$ cat src/rtl/dnn_ami_write_sequencer_pkg.sv
// Shared field layout and depth constants for the DNNWeaver -> AMI write path.
package dnn_ami_write_sequencer_pkg;

   // Default queue depths (log2)
   localparam int MACRO_Q_LOG_DEPTH_DEF = 3;
   localparam int REQ_Q_LOG_DEPTH_DEF   = 3;

   // AMI request layout, LSB first: size, data, addr, isWrite, valid
   localparam int         AMI_SIZE_LSB   = 0;
   localparam int         AMI_SIZE_W     = 8;
   localparam int         AMI_DATA_LSB   = AMI_SIZE_LSB + AMI_SIZE_W;
   localparam int         AMI_ADDR_W     = 64;
   localparam logic [7:0] AMI_BEAT_BYTES = 8'd8;

   function automatic int ami_addr_lsb(input int dw);
      return AMI_DATA_LSB + dw;
   endfunction

   function automatic int ami_is_write_bit(input int dw);
      return ami_addr_lsb(dw) + AMI_ADDR_W;
   endfunction

   function automatic int ami_valid_bit(input int dw);
      return ami_is_write_bit(dw) + 1;
   endfunction

   function automatic int ami_req_width(input int dw);
      return ami_valid_bit(dw) + 1;
   endfunction

   // DNNWeaver memreq layout, LSB first: timestamp, pu_id, size, addr, isWrite, valid
   localparam int MEM_TS_LSB = 0;
   localparam int MEM_TS_W   = 64;
   localparam int MEM_PU_LSB = MEM_TS_LSB + MEM_TS_W;

   function automatic int mem_size_lsb(input int pw);
      return MEM_PU_LSB + pw;
   endfunction

   function automatic int mem_addr_lsb(input int pw, input int sw);
      return mem_size_lsb(pw) + sw;
   endfunction

   function automatic int mem_is_write_bit(input int pw, input int sw, input int aw);
      return mem_addr_lsb(pw, sw) + aw;
   endfunction

   function automatic int mem_valid_bit(input int pw, input int sw, input int aw);
      return mem_is_write_bit(pw, sw, aw) + 1;
   endfunction

   function automatic int mem_req_width(input int pw, input int sw, input int aw);
      return mem_valid_bit(pw, sw, aw) + 1;
   endfunction

   typedef enum logic {
      SEQ_IDLE   = 1'b0,
      SEQ_ACTIVE = 1'b1
   } seq_state_t;

endpackage

$ cat src/rtl/dnn_ami_write_sequencer_sync_fifo.sv
// Show-ahead synchronous FIFO; the head entry is readable without a read strobe.
module sync_fifo #(
   parameter int WIDTH     = 8,
   parameter int LOG_DEPTH = 3,
   parameter bit USE_SOFT  = 1'b0
) (
   input  logic             clk,
   input  logic             rst,
   input  logic             wr_en,
   input  logic [WIDTH-1:0] wr_data,
   input  logic             rd_en,
   output logic [WIDTH-1:0] rd_data,
   output logic             full,
   output logic             empty
);
   localparam int DEPTH = 1 << LOG_DEPTH;

   logic [WIDTH-1:0]   mem [DEPTH];
   logic [LOG_DEPTH:0] wr_ptr_reg;
   logic [LOG_DEPTH:0] rd_ptr_reg;
   logic               do_wr;
   logic               do_rd;

   // A full queue refuses writes even when a read happens in the same cycle
   assign do_wr = wr_en && !full;
   assign do_rd = rd_en && !empty;

   // Pointer advance; extra MSB distinguishes full from empty
   always_ff @(posedge clk) begin
      if (rst) begin
         wr_ptr_reg <= '0;
         rd_ptr_reg <= '0;
      end else begin
         if (do_wr) wr_ptr_reg <= wr_ptr_reg + 1'b1;
         if (do_rd) rd_ptr_reg <= rd_ptr_reg + 1'b1;
      end
   end

   // Storage array write port
   always_ff @(posedge clk) begin
      if (do_wr) mem[wr_ptr_reg[LOG_DEPTH-1:0]] <= wr_data;
   end

   assign rd_data = mem[rd_ptr_reg[LOG_DEPTH-1:0]];

   generate
      if (USE_SOFT) begin : g_soft
         logic [LOG_DEPTH:0] count_reg;

         // Occupancy counter drives the flags
         always_ff @(posedge clk) begin
            if (rst) begin
               count_reg <= '0;
            end else begin
               case ({do_wr, do_rd})
                  2'b10:   count_reg <= count_reg + 1'b1;
                  2'b01:   count_reg <= count_reg - 1'b1;
                  default: count_reg <= count_reg;
               endcase
            end
         end

         assign full  = (count_reg == (LOG_DEPTH+1)'(DEPTH));
         assign empty = (count_reg == '0);
      end else begin : g_ptr
         assign empty = (wr_ptr_reg == rd_ptr_reg);
         assign full  = (wr_ptr_reg[LOG_DEPTH] != rd_ptr_reg[LOG_DEPTH]) &&
                        (wr_ptr_reg[LOG_DEPTH-1:0] == rd_ptr_reg[LOG_DEPTH-1:0]);
      end
   endgenerate

endmodule

$ cat src/rtl/dnn_ami_write_sequencer.sv
// Splits macro write requests into 8-byte AMI writes fed from PU output buffers.
module dnn_ami_write_sequencer
   import dnn_ami_write_sequencer_pkg::*;
#(
   parameter int NUM_PU            = 2,
   parameter int AXI_ADDR_WIDTH    = 32,
   parameter int AXI_DATA_WIDTH    = 64,
   parameter int TX_SIZE_WIDTH     = 10,
   parameter int NUM_PU_W          = $clog2(NUM_PU) + 1,
   parameter int MACRO_Q_LOG_DEPTH = MACRO_Q_LOG_DEPTH_DEF,
   parameter int REQ_Q_LOG_DEPTH   = REQ_Q_LOG_DEPTH_DEF,
   parameter bit USE_SOFT_FIFO     = 1'b0,
   localparam int AMI_REQ_W        = ami_req_width(AXI_DATA_WIDTH)
) (
   input  logic                             clk,
   input  logic                             rst,
   output logic                             reqValid,
   input  logic                             reqOut_grant,
   output logic [AMI_REQ_W-1:0]             reqOut,
   input  logic [NUM_PU-1:0]                outbuf_empty,
   input  logic [NUM_PU*AXI_DATA_WIDTH-1:0] data_from_outbuf,
   input  logic [NUM_PU-1:0]                write_valid,
   output logic [NUM_PU-1:0]                outbuf_pop,
   input  logic                             wr_req,
   input  logic [NUM_PU_W-1:0]              wr_pu_id,
   input  logic [TX_SIZE_WIDTH-1:0]         wr_req_size,
   input  logic [AXI_ADDR_WIDTH-1:0]        wr_addr,
   output logic                             wr_ready,
   output logic                             wr_done
);
   localparam int AMI_ADDR_LSB = ami_addr_lsb(AXI_DATA_WIDTH);
   localparam int AMI_WR_BIT   = ami_is_write_bit(AXI_DATA_WIDTH);
   localparam int AMI_VAL_BIT  = ami_valid_bit(AXI_DATA_WIDTH);
   localparam int MQ_SIZE_LSB  = mem_size_lsb(NUM_PU_W);
   localparam int MQ_ADDR_LSB  = mem_addr_lsb(NUM_PU_W, TX_SIZE_WIDTH);
   localparam int MQ_WR_BIT    = mem_is_write_bit(NUM_PU_W, TX_SIZE_WIDTH, AXI_ADDR_WIDTH);
   localparam int MQ_VAL_BIT   = mem_valid_bit(NUM_PU_W, TX_SIZE_WIDTH, AXI_ADDR_WIDTH);
   localparam int MQ_W         = mem_req_width(NUM_PU_W, TX_SIZE_WIDTH, AXI_ADDR_WIDTH);

   seq_state_t                  state_reg, state_next;
   logic [AXI_ADDR_WIDTH-1:0]   cur_addr_reg, cur_addr_next;
   logic [TX_SIZE_WIDTH-1:0]    left_reg, left_next;
   logic [NUM_PU_W-1:0]         pu_id_reg, pu_id_next;
   logic                        done_reg, done_next;
   logic [63:0]                 ts_reg;

   logic [MQ_W-1:0]             macro_din, macro_head;
   logic                        macro_full, macro_empty, macro_rd;
   logic [AMI_REQ_W-1:0]        req_din;
   logic                        req_full, req_empty, req_rd;
   logic                        issue;

   logic [NUM_PU-1:0]           pu_hit;
   logic [AXI_DATA_WIDTH-1:0]   pu_slice [NUM_PU];
   logic [AXI_DATA_WIDTH-1:0]   beat_data;
   logic                        beat_avail;
   logic                        unused_ok;

   // Free-running timestamp stamped into each macro entry
   always_ff @(posedge clk) begin
      if (rst) ts_reg <= '0;
      else     ts_reg <= ts_reg + 64'd1;
   end

   // Assemble the macro queue entry from the request ports
   always_comb begin
      macro_din = '0;
      macro_din[MEM_TS_LSB +: MEM_TS_W]         = ts_reg;
      macro_din[MEM_PU_LSB +: NUM_PU_W]         = wr_pu_id;
      macro_din[MQ_SIZE_LSB +: TX_SIZE_WIDTH]   = wr_req_size;
      macro_din[MQ_ADDR_LSB +: AXI_ADDR_WIDTH]  = wr_addr;
      macro_din[MQ_WR_BIT]                      = 1'b1;
      macro_din[MQ_VAL_BIT]                     = 1'b1;
   end

   sync_fifo #(
      .WIDTH     (MQ_W),
      .LOG_DEPTH (MACRO_Q_LOG_DEPTH),
      .USE_SOFT  (USE_SOFT_FIFO)
   ) u_macro_q (
      .clk     (clk),
      .rst     (rst),
      .wr_en   (wr_req),
      .wr_data (macro_din),
      .rd_en   (macro_rd),
      .rd_data (macro_head),
      .full    (macro_full),
      .empty   (macro_empty)
   );

   // Per-PU select decode and data slicing
   generate
      for (genvar gi = 0; gi < NUM_PU; gi++) begin : g_pu
         assign pu_hit[gi]   = (pu_id_reg == NUM_PU_W'(gi));
         assign pu_slice[gi] = data_from_outbuf[gi*AXI_DATA_WIDTH +: AXI_DATA_WIDTH];
      end
   endgenerate

   // Mux the selected PU's data beat; out-of-range ids select nothing
   always_comb begin
      beat_data = '0;
      for (int i = 0; i < NUM_PU; i++) begin
         if (pu_hit[i]) beat_data = beat_data | pu_slice[i];
      end
   end

   assign beat_avail = |(pu_hit & ~outbuf_empty);
   assign outbuf_pop = issue ? pu_hit : '0;

   // Sequencer state and beat-counter registers
   always_ff @(posedge clk) begin
      if (rst) begin
         state_reg    <= SEQ_IDLE;
         cur_addr_reg <= '0;
         left_reg     <= '0;
         pu_id_reg    <= '0;
         done_reg     <= 1'b0;
      end else begin
         state_reg    <= state_next;
         cur_addr_reg <= cur_addr_next;
         left_reg     <= left_next;
         pu_id_reg    <= pu_id_next;
         done_reg     <= done_next;
      end
   end

   // Next-state: load a macro entry in IDLE, issue one beat per cycle in ACTIVE
   always_comb begin
      state_next    = state_reg;
      cur_addr_next = cur_addr_reg;
      left_next     = left_reg;
      pu_id_next    = pu_id_reg;
      done_next     = 1'b0;
      macro_rd      = 1'b0;
      issue         = 1'b0;
      case (state_reg)
         SEQ_IDLE: begin
            if (!macro_empty) begin
               macro_rd      = 1'b1;
               cur_addr_next = macro_head[MQ_ADDR_LSB +: AXI_ADDR_WIDTH];
               left_next     = macro_head[MQ_SIZE_LSB +: TX_SIZE_WIDTH];
               pu_id_next    = macro_head[MEM_PU_LSB +: NUM_PU_W];
               state_next    = SEQ_ACTIVE;
            end
         end
         SEQ_ACTIVE: begin
            if (left_reg == '0) begin
               // Zero-length request completes without touching the buffer
               state_next = SEQ_IDLE;
               done_next  = 1'b1;
            end else if (beat_avail && !req_full) begin
               issue         = 1'b1;
               cur_addr_next = cur_addr_reg + AXI_ADDR_WIDTH'(8);
               left_next     = left_reg - TX_SIZE_WIDTH'(1);
               if (left_reg == TX_SIZE_WIDTH'(1)) begin
                  state_next = SEQ_IDLE;
                  done_next  = 1'b1;
               end
            end
         end
         default: state_next = SEQ_IDLE;
      endcase
   end

   // Assemble the outbound AMI write request for the current beat
   always_comb begin
      req_din = '0;
      req_din[AMI_SIZE_LSB +: AMI_SIZE_W]     = AMI_BEAT_BYTES;
      req_din[AMI_DATA_LSB +: AXI_DATA_WIDTH] = beat_data;
      req_din[AMI_ADDR_LSB +: AMI_ADDR_W]     = AMI_ADDR_W'(cur_addr_reg);
      req_din[AMI_WR_BIT]                     = 1'b1;
      req_din[AMI_VAL_BIT]                    = 1'b1;
   end

   sync_fifo #(
      .WIDTH     (AMI_REQ_W),
      .LOG_DEPTH (REQ_Q_LOG_DEPTH),
      .USE_SOFT  (USE_SOFT_FIFO)
   ) u_req_q (
      .clk     (clk),
      .rst     (rst),
      .wr_en   (issue),
      .wr_data (req_din),
      .rd_en   (req_rd),
      .rd_data (reqOut),
      .full    (req_full),
      .empty   (req_empty)
   );

   assign reqValid = !req_empty && reqOut[AMI_VAL_BIT];
   assign req_rd   = reqOut_grant && reqValid;
   assign wr_done  = done_reg;
   assign wr_ready = macro_empty && (state_reg == SEQ_IDLE) && req_empty;

   // Fields carried for downstream visibility only; macro_full is reported via wr_ready
   assign unused_ok = ^{write_valid, macro_full, macro_head[MEM_TS_LSB +: MEM_TS_W],
                        macro_head[MQ_WR_BIT], macro_head[MQ_VAL_BIT]};

endmodule

$ cat config.mk
export PLATFORM = sky130hd
export DESIGN_NAME = dnn_ami_write_sequencer
export DESIGN_NICKNAME = d
export VERILOG_FILES = /design/src/rtl/dnn_ami_write_sequencer_pkg.sv /design/src/rtl/dnn_ami_write_sequencer_sync_fifo.sv /design/src/rtl/dnn_ami_write_sequencer.sv
export SDC_FILE = /design/constraint.sdc
export NUM_CORES = 1
export LEC_CHECK = 0
export ABC_CLOCK_PERIOD_IN_PS = 20300
export CAP_MARGIN = 5
export CORE_MARGIN = 1
export CORE_UTILIZATION = 35
export CTS_CLUSTER_DIAMETER = 60
export CTS_CLUSTER_SIZE = 30
export DETAILED_ROUTE_END_ITERATION = 8
export GPL_TIMING_DRIVEN = 0
export MAX_ROUTING_LAYER = met4
export SLEW_MARGIN = 20
export SYNTH_ARGS = -nofsm -noshare
export SYNTH_HDL_FRONTEND = slang
export SYNTH_SLANG_ARGS = --single-unit
$ cat constraint.sdc
create_clock -name clk -period 20.3 [get_ports clk]
set_input_delay 4.06 -clock clk [delete_from_list [all_inputs] [get_ports clk]]
set_output_delay 4.06 -clock clk [all_outputs]
set_load 0.005 [all_outputs]
==> flow_metrics.tcl, run 1 <==
set metrics [dict create \
    outcome "finished, final reports clean" \
    fin_hold_ws_ns 0.504 \
    syn_avg_cell_area_um2 20.0 \
    crit_buf_inv 3 \
    dieHeight_um 369 \
    syn_inst 2357 \
    finalMaxSlewViolations 0 \
    hold_buffers 0 \
    r2r_slack_ns 16.05 \
    setup_viol 0 \
    slowest_stage "clkdlybuf4s50_1" \
    hp-start "u_req_q.rd_ptr_reg[3]" \
    synthFlopType "edfxtp_1" \
    synth_cell_type_count 70 \
    numClockSinks 1188 \
    die_area_um2 136000 \
    synth_mux_area_share_pct 17.5 \
    path_cells "clkdlybuf4s50_1 > mux2_2 > nor3_4 > nand3_1 > buf_4 > nor2_1 > clkdlybuf4s50_1" \
    worstSkewPairLatency_ns 0.70 \
    min_period_ns 10.44 \
    r2r-end "u_req_q.mem[4][37]" \
    wirelength_um 116000 \
    fillers 11666 \
    fin_area_um2 57300 \
    multi_input_area_um2 11400 \
    synth_edf_count 1120 \
    synth_seq_area_share_pct 74.3 \
    leakage_nw 18.3 \
    hold_violations 0 \
    htreeDepth 3 \
    core_area_um2 133000 \
    maxSlewHeadroom_pct 25.2 \
    critPathCaptureType "output pin" \
    path_class "in -> out" \
    startpoint_type "primary input" \
    crit_arrival_ns 6.38 \
    cp_data_required_time_ns 16.24 \
    largest_register_ffs 768 \
    yosys_warnings 0 \
    cts_buffers 96 \
    maxCapViolations 0 \
    min_path_type "reg -> reg" \
    grt_first_pass_wirelength_um 169000 \
    nNetsFinal 3124 \
    synth_compound_area_share_pct 2.44 \
    port-buffer-count 278 \
    drcViolationCount 0 \
    synth_fa_ha_area_share_pct 0.213 \
    critPathMaxFanout 10 \
    grt_pass1_vias 24525 \
    cpPeakStageDelay_ns 0.59 \
    via_per_inst 5.09 \
    post_cts_buffers 0 \
    ir_drop_mv 0.0819 \
    drtAntennaViolNets 0 \
    dpl_cell_area_um2 53800 \
    cts_buffer_depth 3 \
    dp_hpwl_um 80000 \
    drt_iter0_drc 2439 \
    synth_xor_xnor_area_share_pct 0.372 \
    synth_top_family_by_area "multiplexers" \
    async_reset_ff_share_pct 0 \
    path_delay_family "buffers and inverters" \
    netlist_area_um2 47100 \
    worstMarginPinSlew_ns 1.12 \
    root_buffer "clkbuf_16" \
    antenna_found_initial 8 \
    dr_total_vias 24385 \
    area_delta_synth_final_pct 21.8 \
    post_route_cells_drive_above_1_share_pct 27.7 \
    fin_tns_setup_ns 0 \
    cts.clk_slew.worst_paths_ns 0.08 \
    yosys.area_share.simple_pct 3.05 \
    holdPathEnd "u_req_q.rd_ptr_reg[3]" \
    final_util_pct 43.0 \
    die_x_um 369 \
    gp_congestion 0.854 \
    ioPinCount 323 \
    r2r-start "pu_id_reg[0]" \
    overflow 0 \
    start_util_pct 35.3 \
    clock-skew-final_ns 0.0320 \
    dpl.cell_count 4606 \
    rr_worst_depth 12 \
    cts_tree "yes" \
    power_density_nw_per_um2 121 \
    fin_cells 4794 \
    fmax_mhz 95.7 \
    grt_max_degree 37 \
    post_cts_resized 0 \
    grtUsageTotal_pct 17.5 \
    cpMostUsedCell "clkdlybuf4s50_1" \
    drtPass1Iterations 5 \
    seq_area_um2 35000 \
    wire_per_inst_um 24.3 \
    num_rows 134 \
    rsz0062_at_grt "no" \
    ys_ff_latch 1188 \
    fin_crit_sh_pct 51.5 \
    hold_depth 2 \
]
layout make-up:
type | instances | area share, %
Tap cell | 1768 | 3.86
Sequential cell | 1188 | 61.0
Multi-Input combinational cell | 1020 | 19.8
Clock inverter | 80 | 1.81
Buffer | 179 | 1.64
Inverter | 10 | 0.0698
Timing Repair Buffer | 441 | 7.44
Clock buffer | 102 | 4.32
Antenna cell | 6 | 0.0262
cell usage after synthesis, types with 3 or more instances:
| master | n | share of area [%] |
|---|---|---|
| nand3_1 | 27 | 0.29 |
| o211ai_1 | 8 | 0.13 |
| nor3b_1 | 3 | 0.048 |
| or4_1 | 5 | 0.080 |
| nand2_1 | 71 | 0.57 |
| a21oi_2 | 7 | 0.13 |
| mux2_2 | 105 | 2.5 |
| ha_1 | 8 | 0.21 |
| buf_1 | 17 | 0.14 |
| nand4_1 | 18 | 0.24 |
| buf_6 | 6 | 0.14 |
| o21ai_2 | 7 | 0.13 |
| a22oi_1 | 9 | 0.14 |
| nor2_1 | 118 | 0.94 |
| xnor2_1 | 7 | 0.13 |
| a221oi_1 | 10 | 0.19 |
| or3_1 | 7 | 0.093 |
| xor2_1 | 13 | 0.24 |
| edfxtp_1 | 1120 | 71 |
| inv_1 | 9 | 0.072 |
| buf_4 | 45 | 0.72 |
| o21ai_1 | 5 | 0.053 |
| a41oi_1 | 3 | 0.056 |
| clkbuf_1 | 71 | 0.57 |
| nor4_1 | 7 | 0.093 |
| and3_1 | 10 | 0.13 |
| a211oi_1 | 7 | 0.11 |
| o21ai_0 | 25 | 0.27 |
| dfxtp_1 | 68 | 2.9 |
| o31a_1 | 4 | 0.074 |
| mux4_2 | 262 | 13 |
| o32ai_1 | 5 | 0.093 |
| mux2i_1 | 116 | 2.5 |
| nor2b_1 | 5 | 0.066 |
| nand2b_1 | 9 | 0.12 |
| a21o_1 | 5 | 0.080 |
| nand4b_1 | 4 | 0.074 |
| a31oi_1 | 13 | 0.17 |
| nor3_1 | 9 | 0.096 |
| buf_2 | 40 | 0.43 |
| a21oi_1 | 35 | 0.37 |
routing by layer:
layer  global-route usage [%]  vias up  wire length, µm  share of wire [%]
li1                         -    10772                -                  -
met1                     23.7    12744            51600                 44
met2                     27.1      724            55100                 47
met3                     3.44      145             7140                6.1
met4                     4.27        0             2610                2.2
met5                        -        -                0                  0
cell families (layout without fill, tap and decap cells):
logic type / count (synthesis) / after routing
compound gates: 164 / 164
xor+xnor: 20 / 20
fa+ha+maj: 8 / 8
buf+inv: 189 / 812
flops: 1188 / 1188
mux: 483 / 483
other cells: 2 / 48
simple gates: 303 / 303
how the worst max path moves through the flow:
stage	from	slack [ns]	cells past startpoint	endpoint
2_1_floorplan	outbuf_empty[1]	4.77	5	u_req_q.mem[4][0]
3_3_place_gp	outbuf_empty[1]	-8.00	6	u_req_q.mem[2][15]
3_5_place_dp	outbuf_empty[1]	9.87	7	outbuf_pop[0]
4_1_cts	outbuf_empty[1]	9.85	7	outbuf_pop[0]
5_1_grt	outbuf_empty[1]	9.79	7	outbuf_pop[0]
6_report	outbuf_empty[1]	9.86	7	outbuf_pop[0]
through the flow:
step | power, mW | setup slack (ns)
3_3_place_gp | 4.97 | -8.00
3_5_place_dp | 4.98 | 9.87
5_1_grt | 7.23 | 9.79
6_report | 6.94 | 9.86
2_1_floorplan | 4.20 | 4.77
4_1_cts | 7.02 | 9.85
power by group:
part | switching (mW) | internal, mW
clock | 1.00 | 1.04
combinational | 0.970 | 0.772
sequential | 0.134 | 3.02
total | 2.11 | 4.84
worst min-delay path, stage by stage, from the launching register on:
cell and delay [ns]:
dfxtp_1 0.33, o21ai_0 0.07, a21oi_1 0.06
cell usage in the layout, fill, tap and decap left out, types with 9 or more instances in the layout:
cell	n
a21oi_1	35
mux2_2	105
inv_8	9
buf_4	116
nor2_1	112
nand2_1	71
a221oi_1	10
buf_1	14
a31oi_1	13
and3_1	10
clkinv_1	9
nand3_1	27
nand2b_1	9
edfxtp_1	1120
mux2i_1	116
conb_1	42
clkdlybuf4s50_1	278
nand4_1	18
buf_16	10
clkbuf_1	72
clkbuf_16	98
dfxtp_1	68
a22oi_1	9
o21ai_0	25
buf_2	93
inv_6	13
mux4_2	262
buf_6	29
xor2_1	13
Power figures use the tool's default switching activity.
==> run 2, diff against run 1 <==
--- a/config.mk
+++ b/config.mk
@@ -5,7 +5,7 @@
 export SDC_FILE = /design/constraint.sdc
 export NUM_CORES = 1
 export LEC_CHECK = 0
-export ABC_CLOCK_PERIOD_IN_PS = 20300
+export ABC_CLOCK_PERIOD_IN_PS = 10900
 export CAP_MARGIN = 5
 export CORE_MARGIN = 1
 export CORE_UTILIZATION = 35
==> constraint.sdc (replaced) <==
create_clock -name clk -period 10.9 [get_ports clk]
set_input_delay 2.18 -clock clk [delete_from_list [all_inputs] [get_ports clk]]
set_output_delay 2.18 -clock clk [all_outputs]
set_load 0.005 [all_outputs]
==> run 2 against run 1 <==
Die area did not move. Final area down 0.39%. Final cell count fell by 0.86%. Highest routed layer unchanged. Non-clock buffer count down 29.
==> flow_metrics.tcl, run 2 (same netlist as run 1, synthesis figures left out) <==
set metrics [dict create \
    outcome "finished, final reports clean" \
    rr_worst_depth 11 \
    num_rows 134 \
    fin_area_um2 57100 \
    power_density_nw_per_um2 223 \
    cts_buffers 90 \
    path_class "in -> out" \
    grt_max_degree 37 \
    largest_register_ffs 768 \
    critPathMaxFanout 10 \
    cpPeakStageDelay_ns 0.59 \
    fin_tns_setup_ns 0 \
    finalMaxSlewViolations 0 \
    post_route_cells_drive_above_1_share_pct 26.9 \
    antenna_found_initial 11 \
    post_cts_resized 0 \
    cp_data_required_time_ns 8.72 \
    maxCapViolations 0 \
    drt_iter0_drc 2241 \
    switching_share_pct 30.3 \
    ir_drop_mv 0.121 \
    dp_hpwl_um 79900 \
    die_area_um2 136000 \
    dr_total_vias 24095 \
    hold_violations 0 \
    grtUsageTotal_pct 17.4 \
    root_buffer "clkbuf_16" \
    gp_congestion 0.842 \
    dpl.cell_count 4577 \
    maxSlewHeadroom_pct 27.0 \
    cpMostUsedCell "clkdlybuf4s50_1" \
    die_x_um 369 \
    crit_arrival_ns 4.55 \
    power_switching_mw 3.86 \
    post_cts_buffers 0 \
    htreeDepth 3 \
    hold_buffers 0 \
    setup_slack_ns 4.17 \
    min_period_ns 6.73 \
    final_cell_mix "1120 x edfxtp_1, 278 x clkdlybuf4s50_1, 262 x mux4_2" \
    critPathCaptureType "output pin" \
    overflow 0 \
    fin_crit_sh_pct 61.7 \
    grt_first_pass_wirelength_um 168000 \
    startpoint_type "primary input" \
    clock-skew-final_ns 0.0316 \
    worstMarginPinSlew_ns 1.09 \
    numClockSinks 1188 \
    start_util_pct 35.3 \
    p_seq_share_pct 46.2 \
    min_path_type "reg -> reg" \
    wirelength_um 115000 \
    area_delta_synth_final_pct 21.3 \
    drcViolationCount 0 \
    dieHeight_um 369 \
    setup_viol 0 \
    p_clk_share_pct 28.2 \
    grt_pass1_vias 24436 \
    p_int_mw 8.86 \
    leakage_nw 18.0 \
    fin_cells 4753 \
    cts.clk_slew.worst_paths_ns 0.08 \
    path_cells "clkdlybuf4s50_1 > mux2_2 > nor3_4 > nand3_1 > buf_4 > nor2_1 > clkdlybuf4s50_1" \
    slowest_stage "clkdlybuf4s50_1" \
    hold_depth 2 \
    cts_tree "yes" \
    core_area_um2 133000 \
    worstSkewPairLatency_ns 0.70 \
    wire_per_inst_um 24.3 \
    nNetsFinal 3089 \
    cts_buffer_depth 3 \
    fmax_mhz 149 \
    drtAntennaViolNets 0 \
    power_frac_comb_pct 25.6 \
    final_common_cell "edfxtp_1" \
    pre_cts_ws_ns 4.22 \
    dpl_cell_area_um2 53800 \
    drtPass1Iterations 5 \
    via_per_inst 5.07 \
    port-buffer-count 278 \
    rsz0062_at_grt "no" \
    ioPinCount 323 \
]
-- run 2: final timing paths --
path	start	end	slack, ns
setup / recovery	outbuf_empty[0]	outbuf_pop[0]	4.17
setup reg to reg	pu_id_reg[0]	u_req_q.mem[5][40]	6.94
hold reg to reg	u_req_q.wr_ptr_reg[3]	u_req_q.wr_ptr_reg[3]	0.50
hold / removal	u_req_q.wr_ptr_reg[3]	u_req_q.wr_ptr_reg[3]	0.50
-- run 2: worst max-delay path: cells and delay by family --
kind	cells	cell delay (ns)
muxes	1	0.35
and+or+nand+nor	3	0.78
buffers and inverters	3	1.23
-- run 2: per-stage QoR --
stage / utilization (%) / hold WS [ns] / total power [mW]
after floorplan: - / 0.466 / 7.81
after global placement: 39.1 / 0.484 / 9.24
after detailed placement: 40.3 / 0.491 / 9.29
after CTS: 42.8 / 0.503 / 12.9
after global routing: 42.8 / 0.517 / 13.3
final: 42.8 / 0.504 / 12.7
-- run 2: power groups by stage --
stage	Sequential [mW]	Clock [mW]	Combinational, mW
final	5.88	3.59	3.25
after global placement	6.01	0	3.24
after CTS	5.87	3.67	3.32
after detailed placement	5.98	0	3.31
after floorplan	5.88	0	1.93
after global routing	5.91	3.82	3.52
-- run 2: area by class of cell --
type                       instances  area [µm²]
buffer                           179         941
clock inverter                    77         951
tap                             1768        2210
antenna                            6        15.0
sequential                      1188       35000
timing repair buffer             412        4250
inverter                          10        40.0
multi-input combinational       1020       11400
clock buffer                      93        2330
fill                           11668       76300
-- run 2: per-layer routing --
metal  global-route usage (%)  up-vias  routed length (µm)
met5                        -        -                   0
met4                     3.45        0                2060
met3                     3.14      141                7410
met2                     27.6      741               55600
met1                     23.4    12536               50400
li1                         -    10677                   -
